===== src/rtl/ov5640_init_sequencer_pkg.sv =====
// Shared types and constants for the OV5640 register-table init sequencer.
package ov5640_init_sequencer_pkg;

  typedef enum logic [3:0] {
    S_IDLE,
    S_PWRUP,
    S_FETCH,
    S_DECODE,
    S_WR,
    S_RD,
    S_RESP,
    S_DELAY,
    S_DONE,
    S_ERROR
  } seq_state_t;

  // One table entry as stored in the ROM: register address then value.
  typedef struct packed {
    logic [15:0] sub_addr;
    logic [7:0]  data;
  } rom_entry_t;

  localparam logic [15:0] END_MARK   = 16'hFFFE;
  localparam logic [15:0] DELAY_MARK = 16'hFFFF;
  localparam int          CNT_WIDTH  = 32;

  // Down-counter preload for a delay entry. The counter runs from the
  // preload down to zero inclusive, so the preload is one less than the
  // wanted cycle count; a zero tick count still costs one cycle.
  function automatic logic [CNT_WIDTH-1:0] delay_load(input logic [7:0] ticks,
                                                      input logic [CNT_WIDTH-1:0] unit);
    logic [CNT_WIDTH-1:0] total;
    total = CNT_WIDTH'(ticks) * unit;
    return (total == '0) ? '0 : total - 1'b1;
  endfunction

endpackage


===== src/rtl/ov5640_init_sequencer_init_delay_counter.sv =====
// Loadable down-counter shared by the power-up wait and table delay entries.
module init_delay_counter
  import ov5640_init_sequencer_pkg::*;
(
  input  logic                 clk,
  input  logic                 rest,
  input  logic                 load,
  input  logic [CNT_WIDTH-1:0] load_val,
  input  logic                 dec,
  output logic                 zero
);

  logic [CNT_WIDTH-1:0] count_q;
  logic [CNT_WIDTH-1:0] count_d;

  // Load has priority; decrement saturates at zero.
  always_comb begin
    count_d = count_q;
    if (load) begin
      count_d = load_val;
    end else if (dec && (count_q != '0)) begin
      count_d = count_q - 1'b1;
    end
  end

  // Counter register.
  always_ff @(posedge clk or posedge rest) begin
    if (rest) begin
      count_q <= '0;
    end else begin
      count_q <= count_d;
    end
  end

  assign zero = (count_q == '0);

endmodule


===== src/rtl/ov5640_init_sequencer.sv =====
// Walks a ROM table of {sub_addr, data} entries and issues SCCB writes,
// optional read-back verification, and timed delays to bring up an OV5640.
//
// state   | meaning
// IDLE    | waiting for start after reset
// PWRUP   | power-up settle wait before the first access
// FETCH   | rom_addr presented, ROM read latency cycle
// DECODE  | entry registered, branch on end/delay/write
// WR      | write request held until request_ready
// RD      | read-back request held until request_ready
// RESP    | waiting for the read-back byte
// DELAY   | delay-entry countdown
// DONE    | table finished cleanly
// ERROR   | read-back mismatch, err_index holds the entry
module ov5640_init_sequencer
  import ov5640_init_sequencer_pkg::*;
#(
  parameter logic [7:0] DEVICE_ADDR    = 8'h78,
  parameter int         SUB_ADDR_WIDTH = 16,
  parameter int         ROM_ADDR_WIDTH = 9,
  parameter int         POWERUP_CYCLES = 1_000_000,
  parameter int         DELAY_UNIT     = 50_000,
  parameter bit         VERIFY         = 1'b0
) (
  input  logic                      clk,
  input  logic                      rest,
  input  logic                      start,
  output logic                      busy,
  output logic                      done,
  output logic                      error,
  output logic [ROM_ADDR_WIDTH-1:0] err_index,
  output logic [ROM_ADDR_WIDTH-1:0] rom_addr,
  input  logic [23:0]               rom_data,
  output logic [7:0]                device_addr,
  output logic [SUB_ADDR_WIDTH-1:0] sub_addr,
  output logic                      read,
  output logic                      write,
  output logic [7:0]                write_data,
  input  logic                      request_ready,
  input  logic [7:0]                read_data,
  input  logic                      resp_valid,
  output logic                      resp_ready
);

  localparam logic [CNT_WIDTH-1:0] PWRUP_LOAD =
    (POWERUP_CYCLES > 0) ? CNT_WIDTH'(POWERUP_CYCLES - 1) : '0;
  localparam logic [CNT_WIDTH-1:0] UNIT = CNT_WIDTH'(DELAY_UNIT);

  seq_state_t                state_q, state_d;
  logic [ROM_ADDR_WIDTH-1:0] rom_addr_q, rom_addr_d;
  logic [ROM_ADDR_WIDTH-1:0] err_index_q, err_index_d;
  logic [SUB_ADDR_WIDTH-1:0] sub_addr_q, sub_addr_d;
  logic [7:0]                write_data_q, write_data_d;
  logic [7:0]                device_addr_q;
  logic                      read_q, read_d;
  logic                      write_q, write_d;
  logic                      resp_ready_q, resp_ready_d;
  logic                      busy_q, busy_d;
  logic                      done_q, done_d;
  logic                      error_q, error_d;

  rom_entry_t                entry;
  logic                      advance;
  logic                      cnt_load;
  logic [CNT_WIDTH-1:0]      cnt_load_val;
  logic                      cnt_dec;
  logic                      cnt_zero;

  init_delay_counter u_delay (
    .clk      (clk),
    .rest     (rest),
    .load     (cnt_load),
    .load_val (cnt_load_val),
    .dec      (cnt_dec),
    .zero     (cnt_zero)
  );

  assign entry   = rom_entry_t'(rom_data);
  assign cnt_dec = (state_q == S_PWRUP) || (state_q == S_DELAY);

  // Next-state, table walk and next values of the registered outputs.
  always_comb begin
    state_d      = state_q;
    rom_addr_d   = rom_addr_q;
    err_index_d  = err_index_q;
    sub_addr_d   = sub_addr_q;
    write_data_d = write_data_q;
    cnt_load     = 1'b0;
    cnt_load_val = '0;
    advance      = 1'b0;

    case (state_q)
      S_IDLE, S_DONE, S_ERROR: begin
        if (start) begin
          rom_addr_d   = '0;
          err_index_d  = '0;
          cnt_load     = 1'b1;
          cnt_load_val = PWRUP_LOAD;
          state_d      = S_PWRUP;
        end
      end
      S_PWRUP:  if (cnt_zero) state_d = S_FETCH;
      S_FETCH:  state_d = S_DECODE;
      S_DECODE: begin
        if (entry.sub_addr == END_MARK) begin
          state_d = S_DONE;
        end else if (entry.sub_addr == DELAY_MARK) begin
          cnt_load     = 1'b1;
          cnt_load_val = delay_load(entry.data, UNIT);
          state_d      = S_DELAY;
        end else begin
          sub_addr_d   = SUB_ADDR_WIDTH'(entry.sub_addr);
          write_data_d = entry.data;
          state_d      = S_WR;
        end
      end
      S_WR: begin
        if (request_ready) begin
          if (VERIFY) state_d = S_RD;
          else        advance = 1'b1;
        end
      end
      S_RD:     if (request_ready) state_d = S_RESP;
      S_RESP: begin
        if (resp_valid) begin
          if (read_data == write_data_q) begin
            advance = 1'b1;
          end else begin
            err_index_d = rom_addr_q;
            state_d     = S_ERROR;
          end
        end
      end
      S_DELAY:  if (cnt_zero) advance = 1'b1;
      default:  state_d = S_IDLE;
    endcase

    // The table index never wraps: the last slot ends the sequence.
    if (advance) begin
      if (rom_addr_q == {ROM_ADDR_WIDTH{1'b1}}) begin
        state_d = S_DONE;
      end else begin
        rom_addr_d = rom_addr_q + 1'b1;
        state_d    = S_FETCH;
      end
    end

    write_d      = (state_d == S_WR);
    read_d       = (state_d == S_RD);
    resp_ready_d = (state_d == S_RESP);
    done_d       = (state_d == S_DONE);
    error_d      = (state_d == S_ERROR);
    busy_d       = !((state_d == S_IDLE) || (state_d == S_DONE) || (state_d == S_ERROR));
  end

  // State and registered outputs; reset drops any request immediately.
  always_ff @(posedge clk or posedge rest) begin
    if (rest) begin
      state_q       <= S_IDLE;
      rom_addr_q    <= '0;
      err_index_q   <= '0;
      sub_addr_q    <= '0;
      write_data_q  <= '0;
      device_addr_q <= DEVICE_ADDR;
      read_q        <= 1'b0;
      write_q       <= 1'b0;
      resp_ready_q  <= 1'b0;
      busy_q        <= 1'b0;
      done_q        <= 1'b0;
      error_q       <= 1'b0;
    end else begin
      state_q       <= state_d;
      rom_addr_q    <= rom_addr_d;
      err_index_q   <= err_index_d;
      sub_addr_q    <= sub_addr_d;
      write_data_q  <= write_data_d;
      device_addr_q <= DEVICE_ADDR;
      read_q        <= read_d;
      write_q       <= write_d;
      resp_ready_q  <= resp_ready_d;
      busy_q        <= busy_d;
      done_q        <= done_d;
      error_q       <= error_d;
    end
  end

  assign busy        = busy_q;
  assign done        = done_q;
  assign error       = error_q;
  assign err_index   = err_index_q;
  assign rom_addr    = rom_addr_q;
  assign device_addr = device_addr_q;
  assign sub_addr    = sub_addr_q;
  assign read        = read_q;
  assign write       = write_q;
  assign write_data  = write_data_q;
  assign resp_ready  = resp_ready_q;

endmodule


===== config.mk =====
export PLATFORM = sky130hd
export DESIGN_NAME = ov5640_init_sequencer
export DESIGN_NICKNAME = d
export VERILOG_FILES = /design/src/rtl/ov5640_init_sequencer_pkg.sv /design/src/rtl/ov5640_init_sequencer_init_delay_counter.sv /design/src/rtl/ov5640_init_sequencer.sv
export SDC_FILE = /design/constraint.sdc
export NUM_CORES = 1
export LEC_CHECK = 0
export ABC_AREA = 1
export BUFFER_PORTS_ARGS = -buffer_cell sky130_fd_sc_hd__buf_4
export CORE_MARGIN = 5
export CORE_UTILIZATION = 54
export CTS_CLUSTER_DIAMETER = 30
export DETAILED_ROUTE_END_ITERATION = 6
export PLACE_DENSITY = 0.89
export SYNTH_ARGS = -nofsm -noshare
export SYNTH_HDL_FRONTEND = slang
export SYNTH_SLANG_ARGS = --single-unit

===== constraint.sdc =====
create_clock -name clk -period 2.35 [get_ports clk]
set_clock_uncertainty 0.05 [all_clocks]
set_input_delay 0.3525 -clock clk [delete_from_list [all_inputs] [get_ports clk]]
set_output_delay 0.3525 -clock clk [all_outputs]
set_load 0.05 [all_outputs]

### Yosys cells after proc, flatten, opt, wreduce, memory -nomap -nowiden

Index checks and enable logic that the tools add are counted.

| storage, ports and cells | value |
|---|---|
| register bits after elaboration | 84 |
| bits of input ports | 37 |
| output and inout port bits | 56 |
| word-level logic and storage cells | 89 |

| cells by class | value |
|---|---|
| $add $sub $neg | 3 |
| multiply operators | 1 |
| equal/unequal tests | 21 |
| multiplexer cells | 34 |
| bitwise gates (word level) | 2 |
| reduce and logical (&&, ||, !) cells | 16 |

Operator list:

| operator | number |
|---|---|
| $mux 32 | 5 |
| $pmux 32 s2 | 1 |
| $mux 9 | 7 |
| $eq 16x16->1 const B | 2 |
| $logic_not 32->1 | 1 |
| $mux 4 | 8 |
| $reduce_bool 32->1 | 1 |
| $sub 32x1->32 const B | 1 |
| $eq 4x3->1 const B | 7 |
| $pmux 4 s7 | 1 |
| $sub 24x1->25 const B | 1 |
| $logic_not 24->1 | 1 |
| $mul 8x12->20 const B | 1 |
| $mux 20 | 1 |
| $pmux 9 s2 | 1 |
| $eq 4x4->1 const B | 4 |
| $add 9x1->9 const B | 1 |
| $eq 9x9->1 const B | 1 |
| $eq 4x2->1 const B | 2 |
| $eq 8x8->1 | 1 |
| $logic_not 4->1 | 2 |
| $mux 1 | 7 |
| $ne 2x2->1 const B | 3 |
| $eq 4x1->1 const B | 1 |
| other kinds (12) | 16 |

### Logic depth before layout (Yosys ltp)

| logic depth | value |
|---|---|
| word-level depth | 9 |
| mapped depth | 25 |
| gate-level depth less buffers | 25 |

### Hierarchy

From an unflattened synthesis, not the netlist that was laid out.

| unflattened totals | value |
|---|---|
| cells, all modules | 1050 |
| area, all modules | 7453.4 um^2 |

Modules (own cells, without submodules):

| module | times used | cells an instance | area each (um^2) | seq. area each (um^2) |
|---|---|---|---|---|
| ov5640_init_sequencer | 1 | 634 | 4933.5 | 1301.2 |
| init_delay_counter | 1 | 416 | 2519.9 | 800.8 |

### Worst setup path after synthesis

OpenSTA, ideal clock, no wires.

| timing | value |
|---|---|
| kind | input port to flip-flop |
| start | input port rom_data[2] |
| end | register u_delay.count_q[2] |
| library setup time | 113 ps |
| arrival time | 3638 ps |
| data required time | 2187 ps |
| setup slack | -1451 ps |
| stages on the path | 22 |
| buffers on the path | 1 |
| cells stage by stage | ha_1 ha_1 inv_1 fa_1 inv_1 fa_1 ha_1 buf_4 xnor2_2 inv_2 nor2_2 nand2_2 nor2_2 nand3_2 nor2_4 nand3_2 nor2_4 nand2_4 nand2_4 nand3_1 nand2_1 inv_1 |

| between the ends | value |
|---|---|
| word-level cells in the longest chain between the ends | 7 |

Ends and longest elaborated chain:

| element | RTL line | RTL |
|---|---|---|
| start, declared | ov5640_init_sequencer.sv:33 | `input logic [23:0] rom_data,` |
| $mul 8x12->20 | ov5640_init_sequencer_pkg.sv:33 | `total = CNT_WIDTH'(ticks) * unit;` |
| $logic_not 24->1 | ov5640_init_sequencer_pkg.sv:34 | `return (total == '0) ? '0 : total - 1'b1;` |
| $mux 32 | ov5640_init_sequencer_pkg.sv:34 |  |
| $mux 32 | ov5640_init_sequencer.sv:107 | `end else if (entry.sub_addr == DELAY_MARK) begin` |
| $mux 32 | ov5640_init_sequencer.sv:105 | `if (entry.sub_addr == END_MARK) begin` |
| $pmux 32 s2 | ov5640_init_sequencer.sv:92 | `case (state_q)` |
| $mux 32 | ov5640_init_sequencer_init_delay_counter.sv:19 | `if (load) begin` |
| end signal, assigned | ov5640_init_sequencer_init_delay_counter.sv:31 | `count_q <= count_d;` |
| end, declared | ov5640_init_sequencer_init_delay_counter.sv:13 | `logic [CNT_WIDTH-1:0] count_q;` |

No other way between the ends.
A chain may end at the register's enable or synchronous reset.

### Worst setup path in the final report

| timing | value |
|---|---|
| start | input port rom_data[2] |
| end | register u_delay.count_q[15] |

| between the ends | value |
|---|---|
| word-level cells in the longest chain between the ends | 7 |
| elaborated cells on any way between the ends | 8 |
| classes of those cells | add/sub: 1; mul: 1; mux: 5; reduce/logical: 1 |

Ends and longest elaborated chain:

| element | RTL line |
|---|---|
| $mul 8x12->20 (*) | ov5640_init_sequencer_pkg.sv:33 |
| $sub 24x1->25 / $logic_not 24->1 (equally long branches) | ov5640_init_sequencer_pkg.sv:34 |
| $mux 32 (*) | ov5640_init_sequencer_pkg.sv:34 |
| $mux 32 (*) | ov5640_init_sequencer.sv:107 |
| $mux 32 (*) | ov5640_init_sequencer.sv:105 |
| $pmux 32 s2 (*) | ov5640_init_sequencer.sv:92 |
| $mux 32 (*) | ov5640_init_sequencer_init_delay_counter.sv:19 |

Every way passes the cells marked *; elsewhere a longest branch is shown, timed or not.

==> impl_metrics.tcl <==
set metrics [dict create \
    core_area_sq_um 12620 \
    yosysSeqAreaShare_pct 30.29 \
    ant_nets 0 \
    finalCritPeriodShare_pct 180.5 \
    worst_slack_ps -1892 \
    setup_viol_count_final 34 \
    h-tree-depth 3 \
    vias_per_cell 6.330 \
    num-fill-cells 708 \
    ys_async_sr_fraction_pct 100.0 \
    fmax_ghz 0.2357 \
    p_leak_nw 4.842 \
    slew_viol_final 0 \
    grtUsageTotal_pct 31.37 \
    mostFrequentLayoutCell "buf_4" \
    die_w_microns 123.4 \
    drt_wl_total_mm 28.82 \
    area_delta_synth_final_pct 41.53 \
    antenna_found_initial 0 \
    endpoint_kind "flop" \
    period_minus_slack_ps 4242 \
    grt.overflow.total 0 \
    required_ps 2520 \
    detail_route.wl_per_cell_microns 22.10 \
    cts.reportedPaths.clkPinSlew_ps 70 \
    irDropWorstVdd_uv 623.9 \
    synth-main-ff-cell "dfrtp_1" \
    startpoint_type "primary input" \
    clockBufferDepth 2 \
    root_buffer "clkbuf_16" \
    synth_seq_cells 84 \
    reg2reg_from "u_delay.count_q[11]$_DFFE_PP0P_" \
    cp_max_fo 7 \
    ys_types 49 \
    clock-sinks 84 \
    drv_cap 0 \
    final_hold_viol_count 0 \
    postSynthCellCount 917 \
    port_buffers 84 \
    drtPass1Iterations 7 \
    rsz0062_at_grt "true" \
    cts_tree "built" \
    cts_hold_buf 0 \
    grt_pass1_vias 7961 \
    crit_arrival_ps 4410 \
    cts-buffers-inserted 9 \
    rows 41 \
    drive_gt1_share_pct 39.31 \
    violations "DRC, setup timing" \
    nets 1232 \
    die_height_microns 123.4 \
    hpwlAfterDp_mm 14.57 \
    grt_first_pass_wirelength_mm 37.92 \
    tightest_slew_ps 646.4 \
    drtIter0Drc 1106 \
    status "complete, but fails checks" \
    place.gp.congestion 0.9582 \
    power_density_nw_per_um2 1026 \
    synth_area_sq_um 6939 \
    post-place-ws_ps -1815 \
    synth_edf_count 0 \
    drc 54 \
    diodes 0 \
    start_util_pct 54.99 \
    syn_avg_cell_area_sq_um 7.567 \
    worst_skew_pair.late_latency_ps 360 \
    grt_max_degree 53 \
    dieArea_sq_um 15220 \
    final_cell_mix "203 x buf_4, 134 x nand2_1, 105 x inv_1" \
    yosysWarnings 0 \
    slew_headroom_pct 56.76 \
    io_pins 93 \
    vias 8254 \
    critPathKind "in2reg" \
    hp-class "in2async" \
    crit_start "rom_data[2]" \
    fin_tns_setup_ps -42290 \
]
[cell type report]
type                       instances  area [sq um]  share of cell area (%)
clock inverter                     5         62.56                  0.6370
clock buffer                      11         232.7                   2.370
timing repair buffer             216          1728                   17.59
tap                              172         215.2                   2.191
sequential                        84          2102                   21.40
multi-input combinational        692          5004                   50.95
inverter                         124         476.7                   4.854
[path summary, 6_finish.rpt]
path | end | slack [ps] | cells after the start
worst max-delay path | u_delay.count_q[15]$_DFFE_PP0P_ | -1890 | 21
worst min-delay path | busy$_DFF_PP0_ | 40 | 3
worst max register to register | u_delay.count_q[14]$_DFFE_PP0P_ | -240 | 11
worst min register to register | sub_addr[9]$_DFFE_PP0P_ | 460 | 1
max in group asynchronous | write_data[1]$_DFFE_PP0P_ | 1840 | 3
min in group clk | sub_addr[13]$_DFFE_PP0P_ | 190 | 2
[synth_stat cells (15+ instances only)]
| library cell | n | area, sq um |
|---|---|---|
| a21oi_1 | 49 | 245.2 |
| mux2_2 | 17 | 191.4 |
| nand3_1 | 71 | 355.3 |
| nand4_1 | 16 | 100.1 |
| nand2_1 | 178 | 668.1 |
| o21ai_0 | 30 | 150.1 |
| xor2_1 | 18 | 157.7 |
| xnor2_1 | 15 | 131.4 |
| inv_1 | 112 | 420.4 |
| dfrtp_1 | 84 | 2102 |
| ha_1 | 56 | 700.7 |
| nor3_1 | 20 | 100.1 |
| nor2_1 | 106 | 397.9 |
| nand2_2 | 15 | 93.84 |
[logic make-up (layout without fill, tap and decap cells)]
kind of cell	after synthesis	after routing	synth area share, %
simple gates	465	465	32.13
buf+inv	147	356	8.853
compound gates	99	99	7.754
flops	84	84	30.29
fa+ha+maj	68	68	13.56
xor+xnor	34	34	4.400
mux	18	18	2.903
other cells	2	8	0.1082
[where the power goes]
part	internal (W)	leakage [nW]	switching, W
combinational	0.00250	3.66	0.00400
sequential	0.00175	1.04	0.000389
clock	0.000828	0.136	0.000617
total	0.00507	4.84	0.00501
[state kept, by name (all words and copies together) (netlist names)]
name	cells
done	1
write	1
error	1
sub_addr	16
rom_addr	9
busy	1
state_q	4
read	1
write_data	8
err_index	9
resp_ready	1
u_delay.count_q	32
[routing by layer]
layer	up-vias	global-route usage, %	wire [microns]
met4	2	21.31	3315
met1	3729	32.98	8750
met3	355	6.496	3543
met2	771	55.96	13130
li1	3397	-	-
met5	-	0	78
[critical path, cell delays in order]
cell     delay (ps)
buf_12          110
ha_4            260
ha_4            260
inv_2            30
fa_1            510
inv_2            60
fa_2            580
ha_4            280
nand3_4         130
nand2_4          70
nand2_2         100
nand2_2          90
nand2_1         370
nand2_1         220
nor2_4          170
nand3_2         110
nor2_4          210
nor2_4          100
buf_12          160
o21ai_1          90
a21oi_1         120
[what timing repair did]
item                                    CTS  global route
endpoints found under the setup margin   24            36
pin swaps                                60            42
resized for setup                        91            73
setup buffers                            16            21
cloned                                    1             0
[metrics by stage]
step                      hold WS [ps]  utilization (%)  instance area (sq um)  std cells  total power (W)
after floorplan                  452.9                -                   7091        923         0.005150
after global placement           402.7            67.63                   8534       1251         0.006314
after detailed placement         417.3            67.63                   8534       1251         0.006496
after CTS                        59.97            74.24                   9369       1283         0.008637
after global routing             81.03            77.82                   9821       1304          0.01046
final                            42.43            77.82                   9821       1304          0.01008
Note: power is estimated with default switching activity, not from simulation.
